<file path="config.mk">
export PLATFORM = sky130hd
export DESIGN_NAME = mem_ctrl
export DESIGN_NICKNAME = d
export VERILOG_FILES = /design/src/rtl/mem_ctrl_pkg.sv /design/src/rtl/mem_ctrl.sv
export SDC_FILE = /design/constraint.sdc
export NUM_CORES = 1
export LEC_CHECK = 0
export CAP_MARGIN = 5
export CORE_MARGIN = 1.5
export CORE_UTILIZATION = 35
export DETAILED_ROUTE_END_ITERATION = 8
export PLACE_DENSITY_LB_ADDON = 0.1
export SKIP_LAST_GASP = 1
export SYNTH_ARGS = -nofsm -noshare
export SYNTH_HDL_FRONTEND = slang
export SYNTH_SLANG_ARGS = --single-unit
</file>
<file path="constraint.sdc">
create_clock -name clk -period 5.2 [get_ports clk]
set_input_delay 1.04 -clock clk [delete_from_list [all_inputs] [get_ports clk]]
set_output_delay 1.04 -clock clk [all_outputs]
set_load 0.01 [all_outputs]
</file>
<file path="src/rtl/mem_ctrl_pkg.sv">
// Shared types and constants for the byte-serial memory controller.
// State encoding, access sizes and the IO window match live here.
package mem_ctrl_pkg;

  typedef enum logic [1:0] {
    S_IDLE,
    S_READ,
    S_WRITE,
    S_DONE
  } state_e;

  localparam logic [1:0] SZ_BYTE = 2'd0;
  localparam logic [1:0] SZ_HALF = 2'd1;
  localparam logic [1:0] SZ_WORD = 2'd2;

  localparam logic [1:0] IO_SEL = 2'b11;

  // Size 3 is illegal and behaves as a word.
  function automatic logic [2:0] size_bytes(
    input logic [1:0] sz
  );
    logic [2:0] n;
    case (sz)
      SZ_BYTE: n = 3'd1;
      SZ_HALF: n = 3'd2;
      default: n = 3'd4;
    endcase
    return n;
  endfunction

  function automatic logic is_io(
    input logic [31:0] a
  );
    return a[17:16] == IO_SEL;
  endfunction

endpackage

</file>
<file path="src/rtl/mem_ctrl.sv">
// Arbitrates fetch and load/store requests onto a byte-wide RAM port.
// Reads return one cycle after the address; stores to IO honour backpressure.
module mem_ctrl
  import mem_ctrl_pkg::*;
(
  input  logic        clk,
  input  logic        rst,
  input  logic        rdy,
  input  logic [7:0]  mem_din,
  output logic [7:0]  mem_dout,
  output logic [31:0] mem_a,
  output logic        mem_wr,
  input  logic        io_buffer_full,
  input  logic        flush,
  input  logic        if_req,
  input  logic [31:0] if_addr,
  output logic [31:0] if_data,
  output logic        if_done,
  input  logic        ls_req,
  input  logic        ls_wr,
  input  logic [31:0] ls_addr,
  input  logic [1:0]  ls_size,
  input  logic [31:0] ls_wdata,
  output logic [31:0] ls_rdata,
  output logic        ls_done
);

  state_e      r_state;
  state_e      w_state_nxt;
  logic [2:0]  r_k;
  logic [2:0]  r_n;
  logic [31:0] r_base;
  logic [31:0] r_wdata;
  logic [31:0] r_result;
  logic [31:0] r_if_data;
  logic [31:0] r_ls_rdata;
  logic        r_is_ls;
  logic        r_last_ls;
  logic        r_io;

  logic        w_if_ok;
  logic        w_ls_ok;
  logic        w_grant_ls;
  logic        w_grant_if;
  logic        w_stall;
  logic [2:0]  w_idx;
  logic [1:0]  w_bi;
  logic [31:0] w_addr;
  logic [31:0] w_res_nxt;

  always_comb begin
    w_if_ok    = if_req & ~flush;
    w_ls_ok    = ls_req & (~flush | ls_wr);
    w_grant_ls = w_ls_ok & (~w_if_ok | ~r_last_ls);
    w_grant_if = w_if_ok & ~w_grant_ls;
    w_stall    = r_io & io_buffer_full;
    // While frozen, keep presenting the byte still owed to the capture.
    w_idx = r_k;
    if (!rdy && r_state == S_READ && r_k != 3'd0)
      w_idx = r_k - 3'd1;
    w_addr    = r_base + {29'd0, w_idx};
    w_bi      = r_k[1:0] - 2'd1;
    w_res_nxt = r_result;
    if (r_k != 3'd0)
      w_res_nxt[{w_bi, 3'b000} +: 8] = mem_din;
  end

  always_comb begin
    w_state_nxt = r_state;
    unique case (r_state)
      S_IDLE: begin
        if (w_grant_ls)
          w_state_nxt = ls_wr ? S_WRITE : S_READ;
        else if (w_grant_if)
          w_state_nxt = S_READ;
      end
      S_READ: begin
        if (flush)
          w_state_nxt = S_IDLE;
        else if (r_k == r_n)
          w_state_nxt = S_DONE;
      end
      S_WRITE: begin
        if (!w_stall && r_k == r_n - 3'd1)
          w_state_nxt = S_DONE;
      end
      S_DONE: w_state_nxt = S_IDLE;
      default: w_state_nxt = S_IDLE;
    endcase
  end

  always_comb begin
    mem_a    = 32'd0;
    mem_dout = 8'd0;
    mem_wr   = 1'b0;
    if (r_state == S_READ || r_state == S_WRITE)
      mem_a = w_addr;
    if (r_state == S_WRITE) begin
      mem_dout = r_wdata[{r_k[1:0], 3'b000} +: 8];
      mem_wr   = rdy & ~w_stall;
    end
    if_done  = (r_state == S_DONE) & rdy & ~r_is_ls;
    ls_done  = (r_state == S_DONE) & rdy & r_is_ls;
    if_data  = r_if_data;
    ls_rdata = r_ls_rdata;
  end

  always_ff @(posedge clk) begin
    if (!rst) begin
      r_state    <= S_IDLE;
      r_k        <= 3'd0;
      r_n        <= 3'd0;
      r_base     <= 32'd0;
      r_wdata    <= 32'd0;
      r_result   <= 32'd0;
      r_if_data  <= 32'd0;
      r_ls_rdata <= 32'd0;
      r_is_ls    <= 1'b0;
      r_last_ls  <= 1'b1;
      r_io       <= 1'b0;
    end else if (rdy) begin
      r_state <= w_state_nxt;
      unique case (r_state)
        S_IDLE: begin
          if (w_grant_ls || w_grant_if) begin
            r_k       <= 3'd0;
            r_result  <= 32'd0;
            r_is_ls   <= w_grant_ls;
            r_last_ls <= w_grant_ls;
            r_wdata   <= ls_wdata;
            r_base    <= w_grant_ls ? ls_addr : if_addr;
            r_n       <= w_grant_ls ? size_bytes(ls_size) : 3'd4;
            r_io      <= w_grant_ls & ls_wr & is_io(ls_addr);
          end
        end
        S_READ: begin
          if (!flush) begin
            r_k      <= r_k + 3'd1;
            r_result <= w_res_nxt;
            if (r_k == r_n) begin
              if (r_is_ls)
                r_ls_rdata <= w_res_nxt;
              else
                r_if_data <= w_res_nxt;
            end
          end
        end
        S_WRITE: begin
          if (!w_stall)
            r_k <= r_k + 3'd1;
        end
        default: ;
      endcase
    end
  end

endmodule

</file>
# After elaboration in Yosys (flattened, before gate mapping)

Index checks and enable logic that the tools add are counted.
W data, S select, Z words.

Bits in registers: 171
Latch bits: 0
Memory bits (writable): 0
Memory bits (read-only): 0
Input port bits: 114
Output and inout port bits: 107
Word-level logic and storage cells: 93
Memories kept: 0

Add/sub/neg operators: 6
Multiply operators: 0
Divide/modulo/power cells: 0
Magnitude comparators: 0
Eq/ne operators: 13
Shift operators: 3
Muxes and demuxes: 23
Bitwise operators: 19
Reductions and logical operators: 18

Operators by type and width:

| kind                     | number |
|---|---|
| $mux W32                 | 5 |
| $pmux W32 S2             | 1 |
| $add A32 B3 Y32          | 1 |
| $bwmux W32               | 1 |
| $shift A8 B7 Y32 const A | 1 |
| $shiftx A32 B6 Y8        | 1 |
| $shiftx A8 B7 Y32        | 1 |
| $mux W3                  | 5 |
| $reduce_and A5 Y1        | 3 |
| $mux W2                  | 6 |
| $and A1 B1 Y1            | 11 |
| $pmux W3 S3              | 1 |
| $mux W8                  | 1 |
| $ne A2 B2 Y1 const B     | 4 |
| $pmux W2 S4              | 1 |
| $reduce_and A4 Y1        | 2 |
| $neg A5 Y7               | 1 |
| $eq A2 B2 Y1 const B     | 3 |
| $eq A3 B3 Y1             | 2 |
| $not A1 Y1               | 6 |
| $pmux W3 S2              | 1 |
| $reduce_bool A3 Y1       | 2 |
| $sub A3 B1 Y3 const B    | 2 |
| $eq A2 B1 Y1 const B     | 2 |
| 12 further kinds         | 18 |

# Logic depth before layout (Yosys ltp)

Depth after elaboration: 10
Mapped depth: 16
Gate-level depth less buffers: 11

# Worst setup path after synthesis

OpenSTA, ideal clock, no wires.

Kind: register to output
Start point: reg r_k[0]
End point: out mem_a[28]
Arrival time: 3.736 ns
Data required time: 4.160 ns
Slack: 0.424 ns
Stages on the path, launching flop included: 15
Buffers on the path: 4
Path through: dfxtp_1 -> buf_2 -> inv_1 -> ha_1 -> nand2b_1 -> clkbuf_1 -> buf_2 -> nand2_1 -> o21ai_0 -> fa_1 -> a21oi_1 -> or4_1 -> buf_2 -> or4_1 -> a21oi_1

Word-level cells in the longest chain between the ends: 5
Elaborated cells between the ends (all ways): 6
Classes of those cells: add/sub: 2; mux: 2; reduce/logical: 2

RTL lines:

| what                                                                  | RTL line        | RTL |
|---|---|---|
| from (decl)                                                           | mem_ctrl.sv:30  | `logic [2:0] r_k;` |
| from (signal assigned)                                                | mem_ctrl.sv:138 | `r_k <= r_k + 3'd1;` |
| from (signal assigned)                                                | mem_ctrl.sv:150 | `r_k <= r_k + 3'd1;` |
| parallel branches: the longest is 2 deep, another holds $sub A3 B1 Y3 | --              |  |
| $mux W3 *                                                             | mem_ctrl.sv:59  | `if (!rdy && r_state == S_READ && r_k != 3'd0)` |
| $add A32 B3 Y32 *                                                     | mem_ctrl.sv:61  | `w_addr = r_base + {29'd0, w_idx};` |
| $mux W32 *                                                            | mem_ctrl.sv:96  | `if (r_state == S_READ \|\| r_state == S_WRITE)` |
| to (decl)                                                             | mem_ctrl.sv:11  | `output logic [31:0] mem_a,` |

Every way passes the cells marked *.

# Worst setup path after layout

Start point: in rdy
End point: out mem_a[20]

Word-level cells in the longest chain between the ends: 6

RTL lines:

| what                              | RTL line       | RTL |
|---|---|---|
| from (decl)                       | mem_ctrl.sv:8  | `input logic rdy,` |
| $logic_not A1 Y1                  | mem_ctrl.sv:59 |  |
| $logic_and A1 B1 Y1 (2 in series) | mem_ctrl.sv:59 |  |
| $mux W3                           | mem_ctrl.sv:59 |  |
| $add A32 B3 Y32                   | mem_ctrl.sv:61 |  |
| $mux W32                          | mem_ctrl.sv:96 |  |

No other way between the ends.

==> run summary <==
SYNTH
---------------------------------------------------------------------------------
Count leader, synth                                                       dfxtp_1
Sequential-to-total area share from yosys stat                              40.8%
Syn_nets                                                                     1117
Cell type with the largest total area after synthesis                     dfxtp_1
Number of standard cells after synthesis                                      986
Cell types with the highest counts after synthesis                   dfxtp_1, nor2_1, nand2_1
Most used DFF post-synth                                                  dfxtp_1
Proportion of netlist area held by the largest area contributor             40.8%
Cell area after synthesis                                                8390 µm²
Number of synthesized flops with an enable pin                                  0
Post-synthesis register bit count                                             171
Fraction of synthesis flops using an asynchronous set or reset pin             0%
Warnings from Yosys                                                             0
Post-synthesis area per instance                                         8.51 µm²
Number of library cell types mapped by synthesis                               54
Synth area leaders                                                   dfxtp_1, a311oi_1, nor2_1, a21oi_1, mux2i_1

DIE
---------------------------------------------------------------------------------
Initial core utilization                                                    35.7%
Standard cell core area                                                 23500 µm²
Die H                                                                      158 µm
Num rows                                                                       56
Full die area                                                           24900 µm²
Num ports                                                                     221
Chip width                                                                 158 µm

CRITICAL PATH
---------------------------------------------------------------------------------
Startpoint types                                                     primary input
Worst endpoint required time                                              4.16 ns
Crit Path Max Fanout                                                           11
R2r endpoint                                                         r_result[15]
Data arrival time of the critical path                                    4.03 ns
R2R depth                                                                       7
Type of element capturing the critical path                            output pin
Flop2flop setup slack                                                     2.63 ns
Start point of the critical path                                              rdy
Worst R2R Start                                                        r_state[1]
Path type of the worst setup path                                    primary input to output pin

CLOCK NETWORK
---------------------------------------------------------------------------------
Total CTS buffers                                                              17
Number of sinks driven by the clock tree                                      171
Clock slew at reported path FFs                                           0.07 ns
Clock tree from TritonCTS                                                   built
Later-pin clock latency in the skew report                                0.43 ns
Hold buffer count at CTS                                                        0
Clk Tree Root Cell                                                      clkbuf_16
H-tree level count                                                              4
Clk buf depth                                                                   2

RUN
---------------------------------------------------------------------------------
Number of violations of the max-capacitance limit                               0

STA
---------------------------------------------------------------------------------
Setup Skew                                                              0.0133 ns
Unrepaired setup endpoints after global routing                             false
Share of the clock period used by the worst path after layout               97.6%
Slew @ Worst Pin                                                          1.18 ns
Final Hold Violating Endpoints                                                  0
Setup violators final                                                           0
Max-Slew Margin vs Limit                                                    21.0%
Minimum clock period                                                      5.07 ns
Crit path setup slack, layout                                            0.127 ns
Final max-slew violation count                                                  0
Maximum frequency from static timing analysis                             197 MHz
Setup TNS Final                                                              0 ns

LAYOUT
---------------------------------------------------------------------------------
Fraction of final layout cells with drive strength greater than 1           6.99%
Synthesis-to-finish area growth                                             38.3%
Number of nets in the layout                                                 1305
Area taken by multi-input logic gates                                    4620 µm²
Footprint of the flip-flops and latches                                  3420 µm²
Antenna cells                                                                   0
Finished Core Util                                                          49.4%
Number of filler instances in the final layout                               2311

ROUTING
---------------------------------------------------------------------------------
Number of nets still failing antenna checks after routing                       0
Via density per instance                                                     5.23
First-pass DRT Iterations                                                       5
Iteration-0 DRC Markers                                                       430
Per-cell routed wire length                                               16.4 µm
Drt drc                                                                         0
Total vias in the final route                                                7880
Detailed Route WL                                                        24700 µm

GRT
---------------------------------------------------------------------------------
Initial antenna violation count                                                 0
Global-route total usage across every layer                                 20.1%
First-pass GRT wire length                                               39300 µm
Via count of the first global-routing pass                                   7290
Sum of overflow across all layers after global routing                          0
Maximum number of pins on one net before global-route repair                   96

PLACED DESIGN
---------------------------------------------------------------------------------
Pre-CTS worst setup slack                                               -0.288 ns
Number of port buffers                                                        220
Half-perimeter wire length of the detailed placement result              17200 µm
Placer Congestion                                                           0.743

HOLD PATH
---------------------------------------------------------------------------------
Worst hold path startpoint                                            r_wdata[18]
End of the worst hold path                                            r_wdata[18]
Hold Path Class                                                      flip-flop to flip-flop
Hold Crit Depth                                                                 2

PWR
---------------------------------------------------------------------------------
Peak supply drop                                                           222 µV
Power per cell area                                                    294 nW/µm²
Leak                                                                      3.98 nW
Final Total Pwr                                                           3.41 mW

STATUS
---------------------------------------------------------------------------------
Result of the run                                                    finished clean

registers in the layout, summed over array words and instances (netlist names), 2 cells and up:
register	cells
r_wdata	32
r_state	2
r_base	32
r_n	3
r_result	32
r_k	3
if_data	32
ls_rdata	32
worst max path at each step:
stage | end | slack, ns | cells after the start
4_1_cts | mem_a[20] | 0.10 | 13
3_3_place_gp | mem_a[28] | -0.26 | 11
6_report | mem_a[20] | 0.13 | 13
2_1_floorplan | mem_a[28] | 0.42 | 14
3_5_place_dp | mem_a[28] | -0.29 | 12
5_1_grt | mem_a[20] | 0.0001 | 13
logic make-up after synthesis:
kind of cell | count (synthesis) | synth area share, %
AOI/OAI and AO/OA | 278 | 22.6
xor gates and xnor gates | 17 | 1.94
DFF | 171 | 40.8
buffers and inverters | 108 | 4.94
adders and majority gates | 17 | 2.63
muxes | 46 | 6.68
and+or+nand+nor | 349 | 20.4
placed cells by master (no fill, tap or decap), types with 9 or more instances in the layout:
cell               n
clkdlybuf4s50_1  212
dfxtp_1          171
nor2_1           109
nand2_1           95
a21oi_1           76
a211oi_1          50
a311oi_1          48
mux2i_1           38
nand4_1           31
o21ai_0           29
inv_1             28
o21a_1            26
nor2b_1           26
buf_4             25
and2_1            19
clkbuf_16         17
ha_1              15
or4_1             13
nand3_1           12
o31ai_1           12
xnor2_1            9
final cells by class:
class | instances | share of cell area, %
multi-input cells | 707 | 39.8
flip-flops and latches | 171 | 29.5
repair buffers | 247 | 20.9
clock buffers | 19 | 3.90
well taps | 319 | 3.44
clock inverters | 13 | 1.48
inverters | 30 | 0.992
through the flow:
stage / cells / hold slack [ns] / cell area, µm²
6_report: 1506 / 0.454 / 11600
5_1_grt: 1506 / 0.470 / 11600
4_1_cts: 1506 / 0.454 / 11600
3_5_place_dp: 1474 / 0.443 / 11000
3_3_place_gp: 1474 / 0.442 / 11000
2_1_floorplan: 986 / 0.433 / 8390
critical path, cell delays in order:
cell and delay, ns:
dlygate4sd2_1 0.28, nor2b_2 0.17, nand2_2 0.09, xnor2_1 0.17, ha_2 0.21, fa_1 0.18
a21oi_1 0.11, or4_1 0.48, buf_4 0.19, buf_4 0.16, o31a_1 0.28, o21a_1 0.19
clkdlybuf4s50_1 0.48
routing by layer:
| layer | vias to the layer above | wire, µm | global-route usage, % |
|---|---|---|---|
| met5 | - | 0 | 0 |
| met4 | 0 | 206 | 4.58 |
| met3 | 15 | 1350 | 4.33 |
| met2 | 195 | 11500 | 32.7 |
| met1 | 3676 | 11700 | 27.2 |
| li1 | 3994 | - | - |
timing repair:
| item | CTS | global route |
|---|---|---|
| buffers inserted | 0 | 0 |
| endpoints found under the setup margin | 9 | 2 |
| pin swaps | 0 | 2 |
| resized for setup | 10 | 2 |
where the power goes:
| group | switching, mW | internal (mW) |
|---|---|---|
| sequential | 0.0633 | 1.38 |
| clock | 0.607 | 0.719 |
| combinational | 0.351 | 0.288 |
| total | 1.02 | 2.39 |
Note: power is estimated with default switching activity, not from simulation.
